<file path="src/rtl/serial_add_ctrl.sv">
// Bit-serial add sequencer: drives an external 1-bit full adder LSB-first,
// keeps the ripple carry in a flop and assembles the WIDTH-bit sum.
module serial_add_ctrl #(
  parameter int WIDTH = 8
) (
  input  logic             clk,
  input  logic             rst,
  input  logic             start,
  input  logic [WIDTH-1:0] a,
  input  logic [WIDTH-1:0] b,
  input  logic             cin,
  output logic             fa_a,
  output logic             fa_b,
  output logic             fa_cin,
  input  logic             fa_s,
  input  logic             fa_cout,
  output logic             busy,
  output logic             done,
  output logic [WIDTH-1:0] sum,
  output logic             cout
);

  localparam int CW = $clog2(WIDTH);
  localparam logic [CW-1:0] LAST = CW'(WIDTH - 1);

  typedef enum logic [1:0] {
    IDLE = 2'd0,
    RUN  = 2'd1,
    DONE = 2'd2
  } state_t;

  state_t         state;
  logic [WIDTH-1:0] a_sh;
  logic [WIDTH-1:0] b_sh;
  logic           carry;
  logic [CW-1:0]  count;

  // Handshake: start is a level request sampled only in IDLE; once accepted,
  // start and operands are ignored until the add finishes. done pulses for one
  // cycle with sum/cout valid, and sum/cout then hold until the next accepted start.
  always_ff @(posedge clk) begin
    if (rst) begin
      state <= IDLE;
      a_sh  <= '0;
      b_sh  <= '0;
      carry <= 1'b0;
      count <= '0;
      sum   <= '0;
      cout  <= 1'b0;
      busy  <= 1'b0;
      done  <= 1'b0;
    end else begin
      case (state)
        IDLE: begin
          done <= 1'b0;
          if (start) begin
            a_sh  <= a;
            b_sh  <= b;
            carry <= cin;
            count <= '0;
            sum   <= '0;
            cout  <= 1'b0;
            busy  <= 1'b1;
            state <= RUN;
          end
        end
        RUN: begin
          // Sum bits arrive LSB-first, so they enter at the MSB and shift down.
          sum   <= {fa_s, sum[WIDTH-1:1]};
          carry <= fa_cout;
          a_sh  <= a_sh >> 1;
          b_sh  <= b_sh >> 1;
          count <= count + CW'(1);
          if (count == LAST) begin
            cout  <= fa_cout;
            done  <= 1'b1;
            state <= DONE;
          end
        end
        DONE: begin
          done  <= 1'b0;
          busy  <= 1'b0;
          state <= IDLE;
        end
        default: begin
          done  <= 1'b0;
          busy  <= 1'b0;
          state <= IDLE;
        end
      endcase
    end
  end

  // Adder operands come only from flops, gated off outside RUN.
  assign fa_a   = (state == RUN) & a_sh[0];
  assign fa_b   = (state == RUN) & b_sh[0];
  assign fa_cin = (state == RUN) & carry;

endmodule

</file>
<file path="config.mk">
export PLATFORM = sky130hd
export DESIGN_NAME = serial_add_ctrl
export DESIGN_NICKNAME = d
export VERILOG_FILES = /design/src/rtl/serial_add_ctrl.sv
export SDC_FILE = /design/constraint.sdc
export NUM_CORES = 1
export LEC_CHECK = 0
export CAP_MARGIN = 25
export CORE_UTILIZATION = 49
export DETAILED_ROUTE_END_ITERATION = 8
export PLACE_DENSITY = 0.79
export SLEW_MARGIN = 40
export SYNTH_ARGS = -nofsm -noshare
export SYNTH_HDL_FRONTEND = slang
export SYNTH_SLANG_ARGS = --single-unit
</file>
<file path="constraint.sdc">
create_clock -name clk -period 1.49 [get_ports clk]
set_input_delay 0.2235 -clock clk [delete_from_list [all_inputs] [get_ports clk]]
set_output_delay 0.2235 -clock clk [all_outputs]
set_load 0.005 [all_outputs]
</file>
**Word level (Yosys, flattened, before mapping)**

Index checks and enable logic that the tools add are counted.

- Register bits: 33
- Input bits: 22
- Output and inout bits: 14
- Logic and storage cells: 43

- $add $sub $neg: 1
- Equality and inequality tests: 4
- Multiplexer cells: 18
- Bitwise logic cells: 4
- Reduce and logical (&&, ||, !) cells: 7

Operator list:

| kind | count |
|---|---|
| $pmux 8 s2 | 3 |
| $mux 8 | 3 |
| $pmux 1 s2 | 3 |
| $pmux 3 s2 | 1 |
| $reduce_and 2->1 | 3 |
| $mux 1 | 4 |
| $mux 2 | 2 |
| $ne 2x2->1 const B | 2 |
| $pmux 2 s2 | 1 |
| $add 3x1->3 const B | 1 |
| $and 1x1->1 | 3 |
| $eq 3x3->1 const B | 1 |
| $mux 3 | 1 |
| $reduce_and 3->1 | 1 |
| $eq 2x1->1 const B | 1 |
| $logic_not 2->1 | 1 |
| $reduce_bool 2->1 | 1 |
| $reduce_or 2->1 | 1 |
| $not 1->1 | 1 |

**Depth between registers and ports, before layout**

- Depth after elaboration: 3
- Mapped depth: 6
- Gate-level depth less buffers: 5

**Worst setup path before layout**

OpenSTA, ideal clock, no wires.

- Kind: register -> output
- Start point: reg state[0]
- End point: out fa_a
- Arrival time: 0.924 ns
- Data required time: 1.266 ns
- Path slack: 0.343 ns
- Stages on the path, launching flop included: 6
- Buffers on the path: 3
- Path through: dfxtp_1 > buf_2 > nor2b_4 > buf_6 > buf_6 > and2_1

- Cells in the longest elaborated chain, start to end: 2

RTL lines:

| what | RTL line | text |
|---|---|---|
| from (decl) | 32 | `state_t state;` |
| from (signal assigned) | 43 | `state <= IDLE;` |
| from (signal assigned) | 64 | `state <= RUN;` |
| from (signal assigned) | 77 | `state <= DONE;` |
| $eq 2x1->1 | 95 | `assign fa_a = (state == RUN) & a_sh[0];` |
| $and 1x1->1 | 95 |  |
| to (decl) | 12 | `output logic fa_a,` |

No other way between the ends.

**Worst setup path in the final report**

- Start point: reg sum[7]
- End point: out sum[7]

RTL lines:

| what | RTL line | text |
|---|---|---|
| from (decl) | 19 | `output logic [WIDTH-1:0] sum,` |
| from (signal assigned) | 69 | `sum <= {fa_s, sum[WIDTH-1:1]};` |

No word-level cell between the ends.

==> flow_metrics.py <==
metrics = {
    "route": {
        "drc": 2,
        "dr.pass1.iters": 6,
        "routedWlPerCell_microns": 13.74,
        "first_iter_violations": 55,
        "wl_microns": 2913,
        "vias": 1166,
        "ant_nets": 0,
        "vias_per_cell": 5.500,
    },
    "synthesis": {
        "yosys_warnings": 0,
        "yosysUniqueCellTypes": 24,
        "synth_nets": 166,
        "syn_area_per_cell_sq_um": 10.76,
        "async_flop_share_pct": 0,
        "ys_ff_latch": 33,
        "synthCells": 142,
        "ys_seq_area_share_pct": 43.24,
        "synth_ff_type": "dfxtp_1",
        "syn_area_sq_mm": 0.001528,
        "synth_edf_count": 0,
    },
    "timing": {
        "skew_ns": 0.01449,
        "final.period_utilization_pct": 96.00,
        "timing.final.setup_violations": 0,
        "slew_headroom_pct": 70.67,
        "finalSetupTns_ns": 0,
        "max_freq_ghz": 0.6991,
        "finalMaxSlewViolations": 0,
        "hold_violations": 0,
        "grt_setup_unrepaired": "no",
        "fin_ws_ns": 0.05965,
        "worst_pin_slew_ns": 0.4396,
        "period_needed_ns": 1.430,
    },
    "power": {
        "ir_worst_vdd_mv": 0.7686,
        "leakage_nw": 0.7586,
        "fin_total_pwr_w": 0.002008,
        "power_density_mw_per_mm2": 1009,
    },
    "global_routing": {
        "grt_overflow": 0,
        "track_usage_pct": 19.01,
        "grt_max_degree": 34,
        "globalRouteMet3Util_pct": 6.696,
        "use_met2_pct": 32.84,
        "grt_use_met1_pct": 21.95,
        "grt_pass1_wl_microns": 4809,
        "busiest_layer": "met2",
        "antenna_found_initial": 0,
        "grt_pass1_vias": 1118,
    },
    "worst_setup_path": {
        "reg2regPathDepth": 5,
        "crit_slowest_cell": "clkdlybuf4s50_1",
        "critPathCaptureType": "output pin",
        "cp_num_buf_inv": 1,
        "crit_family": "buffers and inverters",
        "required_ns": 1.27,
        "cp-start-kind": "register",
        "r2r_start": "state[0]",
        "cp_slowest_stage_delay_ns": 0.51,
        "path_cells": "clkdlybuf4s50_1",
        "critical_path_class": "register to output pin",
        "r2r_slack_ns": 0.11,
        "cp_max_fo": 3,
        "r2r_end": "b_sh[0]",
        "worstPathArrival_ns": 1.21,
    },
    "placement": {
        "place_ws_ns": 0.003315,
        "port_buffers": 35,
        "hpwlAfterDp_microns": 2033,
        "gp_congestion": 0.7034,
        "dp_cells": 203,
        "post_dp_cell_area_sq_mm": 0.001897,
    },
    "worst_hold_path": {
        "hp-start": "cout",
        "hold_end": "cout",
        "hold_depth": 2,
        "worstHoldPathType": "register to register",
    },
    "die": {
        "chipHeight_microns": 57.84,
        "design.die.area_sq_mm": 0.003345,
        "die_x_microns": 57.84,
        "start_util_pct": 53.55,
        "io-pin-count": 36,
        "core_sq_mm": 0.002853,
        "core.rowCount": 19,
    },
    "layout": {
        "final_nets": 204,
        "drive_above_1_share_pct": 32.04,
        "syn_to_final_growth_pct": 30.30,
        "fin_area_sq_mm": 0.001991,
        "diodes": 0,
        "stdcell_count": 212,
    },
    "clock_tree": {
        "cts_sinks": 33,
        "clock_latency_ns": 0.34,
        "ctsHoldBuffers": 0,
        "numCtsBuffers": 5,
        "clock_path_buffers": 2,
        "cts_tree": "yes",
        "cts_root_buffer": "clkbuf_4",
        "htree_levels": 2,
        "clkTransAtPathRegs_ns": 0.11,
    },
    "outcome": {
        "status": "finished, violations left",
        "violations": "design-rule violations",
    },
    "job": {
        "max_cap_violations": 0,
    },
}
[worst max-delay path by stage]
stage	end	slack, ns	startpoint	cells past startpoint
final	sum[7]	0.06	sum[7]	1
after global routing	b_sh[0]	0.01	state[0]	5
after CTS	fa_a	-0.26	state[0]	3
after detailed placement	cout	0.003	start	4
after global placement	cout	0.05	start	4
after floorplan	fa_a	0.34	state[0]	5
[repair_timing]
item,4_1_cts,5_1_grt
setup endpoints to repair,3,9
setup buffers,0,1
gates resized for setup,1,11
hold endpoints to repair,0,0
[stage by stage]
step / hold WS [ns] / utilization [%]
6_report: 0.4932 / 69.78
5_1_grt: 0.5003 / 69.78
4_1_cts: 0.4842 / 69.52
3_5_place_dp: 0.4816 / 66.49
3_3_place_gp: 0.4689 / 66.49
2_1_floorplan: 0.3846 / -
[registers in the layout (all words and copies together) (netlist names)]
register  count
a_sh          8
b_sh          8
busy          1
carry         1
count         3
cout          1
done          1
state         2
sum           8
[cells in the mapped netlist, types with 3 or more instances]
cell type	instances	area share (%)
a211oi_2	15	12
a21oi_1	4	1.3
a22oi_1	10	4.9
and2_1	3	1.2
buf_2	3	0.98
buf_4	3	1.5
buf_6	6	4.4
dfxtp_1	33	43
mux2i_1	15	9.8
nor2_1	15	3.7
nor2_2	14	5.7
nor3b_1	3	1.5
o21ai_0	3	0.98
[cell type report]
type                       count  area, sq um
multi-input combinational     94        750.7
clock inverter                 1        30.03
fill                         237        862.1
timing repair buffer          45        442.9
inverter                       1        3.754
sequential                    33        669.4
tap                           31        38.79
clock buffer                   7        55.05
[routing by layer]
metal,routed length (microns),vias to the layer above
met4,40,0
met3,172,6
met2,1444,26
met5,0,-
li1,-,582
met1,1254,552
[power breakdown]
part	switching, W	internal (W)
Clock	0.000300	0.000401
Combinational	0.000157	0.000184
Sequential	0.0000320	0.000934
Total	0.000489	0.00152
[cells by family (layout without fill, tap and decap cells)]
kind of cell               Yosys count  after routing  synth area share [%]
and+or+nand+nor                     42             42                 15.89
muxes                               15             15                 9.828
DFF                                 33             33                 43.24
adders and majority gates            2              2                 1.638
buffers and inverters               15             54                 7.616
AOI/OAI and AO/OA                   35             35                 21.79
[placed cells by master, fill, tap and decap left out, drive strengths merged]
cell           count
nand4bb            2
nand3              1
o21ai              3
o21ba              1
nor2b              2
dlymetal6s2s       1
inv                1
ha                 2
clkbuf             9
nor2              29
nor3b              3
mux2i             15
bufinv             1
nor3               2
and2               3
a211oi            16
a21oi              4
clkdlybuf4s50     32
a22oi             10
dfxtp             33
o21bai             1
buf               10
(Power assumes the default switching activity.)
